--- src/rtl/ysyx_25030081_rf_wb_arb_if.sv ---
// ysyx_25030081_rf_wb_arb_if: writeback/issue handshakes, hazard query and RF write port bundle
interface ysyx_25030081_rf_wb_arb_if #(
  parameter int RF_ADDR_WIDTH = 5,
  parameter int DATA_WIDTH = 32
);
  logic exu_valid, exu_ready;
  logic [RF_ADDR_WIDTH-1:0] exu_rd;
  logic [DATA_WIDTH-1:0] exu_data;
  logic lsu_valid, lsu_ready;
  logic [RF_ADDR_WIDTH-1:0] lsu_rd;
  logic [DATA_WIDTH-1:0] lsu_data;
  logic iss_valid, iss_ready;
  logic [RF_ADDR_WIDTH-1:0] iss_rd;
  logic [RF_ADDR_WIDTH-1:0] rs1, rs2;
  logic rs1_busy, rs2_busy;
  logic rf_wen;
  logic [RF_ADDR_WIDTH-1:0] rf_waddr;
  logic [DATA_WIDTH-1:0] rf_wdata;
  logic rs1_fwd, rs2_fwd;
  logic [DATA_WIDTH-1:0] rs1_fwd_data, rs2_fwd_data;
  logic wb_err;
  modport slave (
    input exu_valid, exu_rd, exu_data, lsu_valid, lsu_rd, lsu_data, iss_valid, iss_rd, rs1, rs2,
    output exu_ready, lsu_ready, iss_ready, rs1_busy, rs2_busy, rf_wen, rf_waddr, rf_wdata,
    output rs1_fwd, rs2_fwd, rs1_fwd_data, rs2_fwd_data, wb_err
  );
  modport master (
    output exu_valid, exu_rd, exu_data, lsu_valid, lsu_rd, lsu_data, iss_valid, iss_rd, rs1, rs2,
    input exu_ready, lsu_ready, iss_ready, rs1_busy, rs2_busy, rf_wen, rf_waddr, rf_wdata,
    input rs1_fwd, rs2_fwd, rs1_fwd_data, rs2_fwd_data, wb_err
  );
endinterface

--- src/rtl/ysyx_25030081_rf_wb_arb.sv ---
// ysyx_25030081_rf_wb_arb: EXU/LSU writeback arbiter with pending-write scoreboard; YSYX_25030081_WB_BYPASS_EN enables commit-cycle bypass
module ysyx_25030081_rf_wb_arb #(
  parameter int RF_ADDR_WIDTH = 5,
  parameter int DATA_WIDTH = 32
) (
  input logic clk,
  input logic rst,
  ysyx_25030081_rf_wb_arb_if.slave wb
);
  localparam int NREG = 1 << RF_ADDR_WIDTH;
  logic prio;
  logic [1:0] cnt [NREG];
  logic [NREG-1:0] inc, dec;
  logic exu_g, lsu_g, iss_hs, byp1, byp2;
  logic [RF_ADDR_WIDTH-1:0] wb_rd;
  logic [DATA_WIDTH-1:0] wb_data;
  assign exu_g = !rst && wb.exu_valid && (!wb.lsu_valid || !prio);
  assign lsu_g = !rst && wb.lsu_valid && (!wb.exu_valid || prio);
  assign wb.exu_ready = exu_g;
  assign wb.lsu_ready = lsu_g;
  assign wb.iss_ready = !rst && (wb.iss_rd == '0 || cnt[wb.iss_rd] != 2'd3);
  assign iss_hs = wb.iss_valid && wb.iss_ready && wb.iss_rd != '0;
  assign wb_rd = lsu_g ? wb.lsu_rd : wb.exu_rd;
  assign wb_data = lsu_g ? wb.lsu_data : wb.exu_data;
`ifdef YSYX_25030081_WB_BYPASS_EN
  assign byp1 = wb.rf_wen && wb.rf_waddr == wb.rs1 && wb.rs1 != '0 && cnt[wb.rs1] == 2'd1;
  assign byp2 = wb.rf_wen && wb.rf_waddr == wb.rs2 && wb.rs2 != '0 && cnt[wb.rs2] == 2'd1;
  assign wb.rs1_fwd_data = byp1 ? wb.rf_wdata : '0;
  assign wb.rs2_fwd_data = byp2 ? wb.rf_wdata : '0;
`else
  assign byp1 = 1'b0;
  assign byp2 = 1'b0;
  assign wb.rs1_fwd_data = '0;
  assign wb.rs2_fwd_data = '0;
`endif
  assign wb.rs1_fwd = byp1;
  assign wb.rs2_fwd = byp2;
  assign wb.rs1_busy = wb.rs1 != '0 && cnt[wb.rs1] != 2'd0 && !byp1;
  assign wb.rs2_busy = wb.rs2 != '0 && cnt[wb.rs2] != 2'd0 && !byp2;
  // per-register issue (increment) and commit (decrement) strobes; x0 never gets either
  always_comb begin
    inc = '0;
    dec = '0;
    for (int i = 0; i < NREG; i++) begin
      inc[i] = iss_hs && wb.iss_rd == RF_ADDR_WIDTH'(i);
      dec[i] = wb.rf_wen && wb.rf_waddr == RF_ADDR_WIDTH'(i);
    end
  end
  // round-robin pointer, registered write port, pending counters and sticky error
  always_ff @(posedge clk) begin
    if (rst) begin
      prio <= 1'b0;
      wb.rf_wen <= 1'b0;
      wb.rf_waddr <= '0;
      wb.rf_wdata <= '0;
      wb.wb_err <= 1'b0;
      for (int i = 0; i < NREG; i++) cnt[i] <= 2'd0;
    end else begin
      if (wb.exu_valid && wb.lsu_valid) prio <= !prio;
      wb.rf_wen <= (exu_g || lsu_g) && wb_rd != '0;
      wb.rf_waddr <= wb_rd;
      wb.rf_wdata <= wb_data;
      wb.wb_err <= wb.wb_err || (wb.rf_wen && cnt[wb.rf_waddr] == 2'd0);
      for (int i = 0; i < NREG; i++)
        cnt[i] <= (inc[i] && !dec[i]) ? cnt[i] + 2'd1 :
                  (dec[i] && !inc[i] && cnt[i] != 2'd0) ? cnt[i] - 2'd1 : cnt[i];
    end
  end
endmodule
--- src/flat_wrapper.sv ---
// flat-port wrapper written by rule: the top's interface ports become plain ports
module ysyx_25030081_rf_wb_arb_flat 
#(
  parameter int RF_ADDR_WIDTH = 5,
  parameter int DATA_WIDTH = 32
)
  (clk, rst, wb_exu_valid, wb_exu_rd, wb_exu_data, wb_lsu_valid, wb_lsu_rd, wb_lsu_data, wb_iss_valid, wb_iss_rd, wb_rs1, wb_rs2, wb_exu_ready, wb_lsu_ready, wb_iss_ready, wb_rs1_busy, wb_rs2_busy, wb_rf_wen, wb_rf_waddr, wb_rf_wdata, wb_rs1_fwd, wb_rs2_fwd, wb_rs1_fwd_data, wb_rs2_fwd_data, wb_wb_err);
  ysyx_25030081_rf_wb_arb_if #(.RF_ADDR_WIDTH(RF_ADDR_WIDTH), .DATA_WIDTH(DATA_WIDTH)) wb_i ();
  input logic clk;
  input logic rst;
  input wire logic [$bits(wb_i.exu_valid)-1:0] wb_exu_valid;
  input wire logic [$bits(wb_i.exu_rd)-1:0] wb_exu_rd;
  input wire logic [$bits(wb_i.exu_data)-1:0] wb_exu_data;
  input wire logic [$bits(wb_i.lsu_valid)-1:0] wb_lsu_valid;
  input wire logic [$bits(wb_i.lsu_rd)-1:0] wb_lsu_rd;
  input wire logic [$bits(wb_i.lsu_data)-1:0] wb_lsu_data;
  input wire logic [$bits(wb_i.iss_valid)-1:0] wb_iss_valid;
  input wire logic [$bits(wb_i.iss_rd)-1:0] wb_iss_rd;
  input wire logic [$bits(wb_i.rs1)-1:0] wb_rs1;
  input wire logic [$bits(wb_i.rs2)-1:0] wb_rs2;
  output wire logic [$bits(wb_i.exu_ready)-1:0] wb_exu_ready;
  output wire logic [$bits(wb_i.lsu_ready)-1:0] wb_lsu_ready;
  output wire logic [$bits(wb_i.iss_ready)-1:0] wb_iss_ready;
  output wire logic [$bits(wb_i.rs1_busy)-1:0] wb_rs1_busy;
  output wire logic [$bits(wb_i.rs2_busy)-1:0] wb_rs2_busy;
  output wire logic [$bits(wb_i.rf_wen)-1:0] wb_rf_wen;
  output wire logic [$bits(wb_i.rf_waddr)-1:0] wb_rf_waddr;
  output wire logic [$bits(wb_i.rf_wdata)-1:0] wb_rf_wdata;
  output wire logic [$bits(wb_i.rs1_fwd)-1:0] wb_rs1_fwd;
  output wire logic [$bits(wb_i.rs2_fwd)-1:0] wb_rs2_fwd;
  output wire logic [$bits(wb_i.rs1_fwd_data)-1:0] wb_rs1_fwd_data;
  output wire logic [$bits(wb_i.rs2_fwd_data)-1:0] wb_rs2_fwd_data;
  output wire logic [$bits(wb_i.wb_err)-1:0] wb_wb_err;
  assign wb_i.exu_valid = wb_exu_valid;
  assign wb_i.exu_rd = wb_exu_rd;
  assign wb_i.exu_data = wb_exu_data;
  assign wb_i.lsu_valid = wb_lsu_valid;
  assign wb_i.lsu_rd = wb_lsu_rd;
  assign wb_i.lsu_data = wb_lsu_data;
  assign wb_i.iss_valid = wb_iss_valid;
  assign wb_i.iss_rd = wb_iss_rd;
  assign wb_i.rs1 = wb_rs1;
  assign wb_i.rs2 = wb_rs2;
  assign wb_exu_ready = wb_i.exu_ready;
  assign wb_lsu_ready = wb_i.lsu_ready;
  assign wb_iss_ready = wb_i.iss_ready;
  assign wb_rs1_busy = wb_i.rs1_busy;
  assign wb_rs2_busy = wb_i.rs2_busy;
  assign wb_rf_wen = wb_i.rf_wen;
  assign wb_rf_waddr = wb_i.rf_waddr;
  assign wb_rf_wdata = wb_i.rf_wdata;
  assign wb_rs1_fwd = wb_i.rs1_fwd;
  assign wb_rs2_fwd = wb_i.rs2_fwd;
  assign wb_rs1_fwd_data = wb_i.rs1_fwd_data;
  assign wb_rs2_fwd_data = wb_i.rs2_fwd_data;
  assign wb_wb_err = wb_i.wb_err;
  ysyx_25030081_rf_wb_arb #(.RF_ADDR_WIDTH(RF_ADDR_WIDTH), .DATA_WIDTH(DATA_WIDTH)) u_core (.clk(clk), .rst(rst), .wb(wb_i));
endmodule
--- config.mk ---
export PLATFORM = sky130hd
export DESIGN_NAME = ysyx_25030081_rf_wb_arb_flat
export DESIGN_NICKNAME = d
export VERILOG_FILES = /design/src/rtl/ysyx_25030081_rf_wb_arb_if.sv /design/src/rtl/ysyx_25030081_rf_wb_arb.sv /design/src/flat_wrapper.sv
export SDC_FILE = /design/constraint.sdc
export NUM_CORES = 1
export LEC_CHECK = 0
export CAP_MARGIN = 0
export CORE_MARGIN = 2
export CORE_UTILIZATION = 44
export CTS_CLUSTER_SIZE = 24
export DETAILED_ROUTE_END_ITERATION = 8
export GPL_TIMING_DRIVEN = 0
export HOLD_SLACK_MARGIN = 0.08
export PLACE_DENSITY = 0.81
export SLEW_MARGIN = 5
export SYNTH_ARGS = -nofsm -noshare
export SYNTH_HDL_FRONTEND = slang
export SYNTH_SLANG_ARGS = --single-unit
export TNS_END_PERCENT = 30
--- constraint.sdc ---
create_clock -name clk -period 2.3 [get_ports clk]
set_clock_uncertainty 0.05 [all_clocks]
set_input_delay 0.345 -clock clk [delete_from_list [all_inputs] [get_ports clk]]
set_output_delay 0.345 -clock clk [all_outputs]
set_load 0.02 [all_outputs]
==> results of run 1 <==
==> repair_timing <==
item	CTS	global route
resized for setup	237	100
endpoints found under the setup margin	93	87
endpoints found under the hold margin	0	0
cloned	2	0
buffers inserted	25	9
pin swaps	39	37
==> cells in the final DEF, fill, tap and decap left out, drive strengths merged, types with 11 or more instances in the layout <==
cell type / n
a21oi: 51
a211oi: 29
a221oi: 19
o31ai: 11
conb: 66
mux2i: 17
buf: 126
nor3: 44
nand3b: 38
mux4: 25
clkbuf: 47
inv: 12
nor2b: 11
nand2b: 22
nand2: 110
xnor2: 11
nand3: 14
dfxtp: 104
clkdlybuf4s50: 122
nor4: 30
o21ai: 47
nor2: 84
==> worst max path at each step <==
| stage | start | endpoint | slack (ns) | depth (start not counted) |
|---|---|---|---|---|
| 2_1_floorplan | wb_iss_rd[1] | wb_iss_ready | -0.06 | 9 |
| 3_3_place_gp | wb_iss_rd[1] | wb_iss_ready | -1.52 | 12 |
| 3_5_place_dp | wb_iss_rd[1] | wb_iss_ready | -1.51 | 12 |
| 4_1_cts | u_core.cnt[23][1] | wb_iss_ready | -0.35 | 9 |
| 5_1_grt | u_core.cnt[31][1] | wb_iss_ready | -0.42 | 8 |
| 6_report | u_core.cnt[23][1] | wb_iss_ready | -0.37 | 8 |
==> worst register-to-register path, delay by kind of cell, from the launching register on <==
| kind | cells | cell delay (ns) |
|---|---|---|
| AO/OA/AOI/OAI | 2 | 0.42 |
| XOR/XNOR | 1 | 0.14 |
| buffers and inverters | 2 | 0.33 |
| flip-flops | 1 | 0.36 |
| multiplexers | 3 | 0.80 |
| AND/OR/NAND/NOR | 1 | 0.39 |
==> layout make-up <==
| class | count | area, µm² |
|---|---|---|
| Buffer | 121 | 920 |
| Clock buffer | 10 | 239 |
| Clock inverter | 6 | 55.1 |
| Fill cell | 1290 | 5360 |
| Inverter | 8 | 32.5 |
| Multi-Input combinational cell | 724 | 5640 |
| Sequential cell | 104 | 2170 |
| Tap cell | 220 | 275 |
| Timing Repair Buffer | 170 | 1710 |
==> flip-flops by register name (all words and copies together), names as in the netlist <==
| name | flops |
|---|---|
| u_core.cnt | 64 |
| u_core.prio | 1 |
| u_core.wb.rf_waddr | 5 |
| u_core.wb.rf_wdata | 32 |
| u_core.wb.rf_wen | 1 |
| u_core.wb.wb_err | 1 |
==> metal layers <==
metal | vias to the layer above | wire length [µm]
met3 | 146 | 3640
li1 | 3663 | -
met4 | 0 | 1580
met1 | 3777 | 10100
met2 | 588 | 12700
met5 | - | 0
==> power by group through the flow <==
stage          combinational [mW]  clock [mW]  sequential, mW
2_1_floorplan               0.521           0            2.00
3_3_place_gp                 1.01           0            1.93
3_5_place_dp                 1.01           0            1.94
4_1_cts                      1.09        1.59            1.88
5_1_grt                      1.19        1.65            1.89
6_report                     1.14        1.58            1.88
==> kinds of logic (layout without fill, tap and decap cells) <==
| group | Yosys count | count (layout) |
|---|---|---|
| and+or+nand+nor | 388 | 388 |
| DFF | 104 | 104 |
| AOI/OAI and AO/OA | 204 | 204 |
| other | 1 | 66 |
| xor gates and xnor gates | 18 | 18 |
| adders and majority gates | 1 | 1 |
| buffers and inverters | 130 | 315 |
| muxes | 47 | 47 |
==> per-stage QoR <==
step | setup WS (ns) | hold slack (ns) | cell area, µm²
global placement | -1.52 | 0.442 | 9330
detailed placement | -1.51 | 0.446 | 9330
finish | -0.371 | 0.427 | 11000
floorplan | -0.0642 | 0.394 | 7710
global route | -0.423 | 0.439 | 11000
CTS | -0.346 | 0.428 | 10600
==> flow_summary.ini, run 1 <==
[status]
status = complete, but fails checks
failed_checks = negative setup slack

[yosys]
yosys-top-cells-count = 110 x nand2_1, 104 x dfxtp_1, 83 x nor2_1
yosysMostFrequentCell = nand2_1
synth_edf_count = 0
avgSynthCellArea_um2 = 8.18
muxShareOfSynthArea = 0.111
async_flop_share = 0
synth-seq-cells = 104
synth_xor_area_frac = 0.0216
synthDistinctLibCells = 61
synth-simple-area-share = 0.283
synth_top_family_by_area = simple AND/OR/NAND/NOR gates
syn_area_mm2 = 0.00730
synth_fa_ha_area_frac = 0.00171
synth_warnings = 0
syn_inst = 893
seq_area_frac_synth = 0.285
synth_largest_area_cell = dfxtp_1
synth_compound_area_frac = 0.190
yosys_most_used_dff = dfxtp_1
synthTopCellsByArea = dfxtp_1 29%, mux4_2 7.1%, buf_4 6.9%
yosys.area.top_type_share = 0.285

[drt]
route.detailed.drc = 0
ant_nets = 0
dr.pass1.iters = 7
wl_um = 28100
vias = 8174
vias_per_cell = 6.00
wl_per_cell_um = 20.6
dr.first_iter.drc_count = 1100

[power]
share_comb_of_total_power = 0.248
pwr_density_cell_mw_per_mm2 = 417
seq_power_share = 0.409
total_power_mw = 4.60
internal_power_mw = 3.14
ir_drop_v = 0.000406
power.leakage_nw = 3.92
p_sw_mw = 1.46
p_sw_frac = 0.318
pwr-share-clk = 0.343

[timing]
rsz0062_at_grt = yes
hold_violations = 0
fin_tns_setup_ns = -7.68
final_max_slew_viol_count = 0
maxSlewHeadroom = 0.269
worstMarginPinSlew_ns = 1.10
fmaxAchievable_mhz = 374
final.setup.worst_slack_ns = -0.371
min_period_ns = 2.67
finalSetupViolations = 58
fin_crit_sh = 1.16

[global_route]
grt_max_degree = 20
globalRouteOverflowTotal = 0
grt_antenna_before_repair = 0
met3_usage = 0.111
use_met1 = 0.369
grt-busiest-layer = met2
track_usage = 0.309
use_met2 = 0.493
grt_pass1_wl_um = 42800
grt_pass1_vias = 7852

[worst_setup_path]
path_common_cell = buf_8
slowest_stage = mux4_2
end_kind = primary output
cp.required_ns = 1.90
r2r_slack_ns = -0.28
critPathBufInv = 3
arrival_ns = 2.28
crit_fanout = 3
r2r_start = u_core.cnt[23][1]
critPathKind = register to primary output
timing.rr.end = u_core.cnt[3][0]
worstPathCellList = mux4_2 -> mux2i_2 -> mux2i_1 -> o21a_2 -> buf_8 -> buf_8 -> nor3_4 -> buf_6
r2r_cells = 9
cp_top_family = multiplexers
startpoint_type = register
max_stage_delay_ns = 0.50

[job]
cap_viol_max_count = 0

[min_path]
hp-class = register to register
worstHoldEndpoint = u_core.cnt[25][0]
min-delay-start = u_core.cnt[25][0]
min_path_cells = 1

[floorplanning]
initial_utilization = 0.445
fp.coreArea_mm2 = 0.0164
rows = 47
dieWidth_um = 133
num_io_pins = 204
die_y_um = 133
die-area_mm2 = 0.0176

[finish]
nets = 1233
layoutNonFillerInstCount = 1363
fin_util = 0.673
drive_above_1_share = 0.324
antenna_cells_inserted = 0
area_growth_pct = 51.3

[clocking]
clk_pin_slew_ns = 0.07
clkLatencyLatePin_ns = 0.37
htreeDepth = 3
cts_buffer_depth = 2
clock-root-buffer = clkbuf_16
postCtsHoldBufs = 0
cts_tree = done
cts_buffers = 9
cts_sinks = 104

[placement]
placed_cells = 1313
place_hpwl_um = 19600
io_buffers = 135
routabilityCongestion = 1.07
(Power assumes the default switching activity.)
==> run 2: changes to the inputs <==
- MAX_ROUTING_LAYER: default -> met4
- clock period: 2.3 -> 2.2 ns (I/O delays scaled with it)
==> run 2 against run 1 <==
The flow still finishes with violations (negative setup slack). Clock power increased by 7%. Worst hold slack improved by 0.013 ns. Register-to-register slack got worse by 0.08 ns. Cell count increased by 2.0%. Combinational power about the same. Routed wire length increased by 1.1%. Sequential cell count unchanged. Power increased by 4.8%.
==> flow_summary.ini, run 2 (synthesis results as in run 1) <==
[finish]
area_growth_pct = 52.1
layoutNonFillerInstCount = 1390
top_register = u_core.cnt
largest_register_ffs = 64
antenna_cells_inserted = 0
nets = 1261
drive_above_1_share = 0.326
layout_common_cells = 122 x buf_4, 122 x clkdlybuf4s50_1, 110 x nand2_1, 66 x conb_1, 63 x nor2_1
reg_top3 = u_core.cnt: 64 flops, u_core.wb.rf_wdata: 32 flops, u_core.wb.rf_waddr: 5 flops
nFillCells = 1300

[min_path]
hp-class = primary input to register
min_path_cells = 3

[global_route]
track_usage = 0.322
grt_max_degree = 19
globalRouteOverflowTotal = 0
grt_pass1_vias = 7917
grt_antenna_before_repair = 0
grt_pass1_wl_um = 42800

[power]
ir_drop_v = 0.000396
power.leakage_nw = 4.09
pwr_density_cell_mw_per_mm2 = 434

[worst_setup_path]
startpoint_type = primary input
critPathKind = primary input to primary output
crit_fanout = 5
cp.required_ns = 1.82
end_kind = primary output
arrival_ns = 2.23
r2r_cells = 9

[placement]
io_buffers = 135
routabilityCongestion = 1.07
place_hpwl_um = 20000
placed_cells = 1313

[clocking]
cts_sinks = 104
cts_buffers = 9
clock-root-buffer = clkbuf_16
clk_pin_slew_ns = 0.08
cts_tree = done
clkLatencyLatePin_ns = 0.37
htreeDepth = 3
cts_buffer_depth = 2

[drt]
vias_per_cell = 5.95
dr.pass1.iters = 8
wl_um = 28400
route.detailed.drc = 0
wl_per_cell_um = 20.4
ant_nets = 0
dr.first_iter.drc_count = 975
vias = 8264

[timing]
fin_crit_sh = 1.19
maxSlewHeadroom = 0.284
min_period_ns = 2.61
holdWs_ns = 0.440
hold_violations = 0
final.setup.worst_slack_ns = -0.412
worstMarginPinSlew_ns = 1.07
final_max_slew_viol_count = 0
fmaxAchievable_mhz = 383
rsz0062_at_grt = yes
finalSetupViolations = 67

[floorplanning]
fp.coreArea_mm2 = 0.0164
die_y_um = 133
rows = 47
die-area_mm2 = 0.0176
dieWidth_um = 133
initial_utilization = 0.445
num_io_pins = 204

[job]
cap_viol_max_count = 0

[status]
failed_checks = negative setup slack
status = complete, but fails checks
run 2: cell count changes in the layout (fill, tap and decap cells not counted), sizes merged:
cell,before,now
dlygate4sd2,5,6
clkdlybuf4s15,1,3
clkbuf,47,41
bufinv,0,1
clkinv,2,1
buf,126,156
run 2: final timing paths:
kind,slack [ns],start,to
setup reg to reg,-0.36,u_core.cnt[31][1],u_core.cnt[2][0]
setup / recovery,-0.41,wb_iss_rd[0],wb_iss_ready
hold / removal,0.44,wb_lsu_data[29],u_core.wb.rf_wdata[29]
hold reg to reg,0.46,u_core.cnt[22][0],u_core.cnt[22][0]
run 2: final cells by class:
cell class	count	area, µm²	share of cell area
clock inverters	6	75.1	0.00676
well taps	220	275	0.0248
inverters	8	32.5	0.00293
plain buffers	121	910	0.0819
flip-flops and latches	104	2200	0.198
clock buffers	9	225	0.0203
multi-input cells	724	5470	0.493
repair buffers	198	1910	0.172
run 2: per-layer routing:
metal,vias up,global-route usage,share of wire
met1,3834,0.382,0.37
met5,-,-,0
met3,142,0.100,0.12
met4,0,0.161,0.050
met2,568,0.493,0.46
li1,3720,-,-
run 2: worst max-delay path, stage by stage:
cell and delay [ns]:
clkdlybuf4s15_2 0.23, buf_6 0.14, nor2b_1 0.42, a21oi_1 0.11
and3_1 0.21, o21a_2 0.26, buf_8 0.15, buf_12 0.12
nor3_4 0.11, buf_6 0.15
run 2: through the flow:
| stage | setup TNS [ns] | setup slack [ns] | utilization | power (mW) | instance area [µm²] |
|---|---|---|---|---|---|
| 2_1_floorplan | -3.21 | -0.148 | - | 2.64 | 7870 |
| 3_3_place_gp | -85.13 | -1.51 | 0.579 | 3.09 | 9500 |
| 3_5_place_dp | -86.25 | -1.52 | 0.579 | 3.09 | 9500 |
| 4_1_cts | -12.80 | -0.383 | 0.650 | 4.80 | 10700 |
| 5_1_grt | -19.16 | -0.471 | 0.677 | 4.99 | 11100 |
| 6_report | -15.07 | -0.412 | 0.677 | 4.82 | 11100 |
run 2: timing repair:
| action | in CTS | in global routing |
|---|---|---|
| buffers inserted | 51 | 10 |
| endpoints found under the setup margin | 97 | 89 |
| pin swaps | 33 | 26 |
| hold buffers | 0 | 0 |
| cloned | 1 | 1 |
| resized for setup | 205 | 85 |
run 2: power by group:
group	leakage, nW	switching, mW	internal (mW)
Combinational	3.06	0.648	0.522
Sequential	0.879	0.0448	1.92
Clock	0.150	0.794	0.899
Total	4.09	1.49	3.34
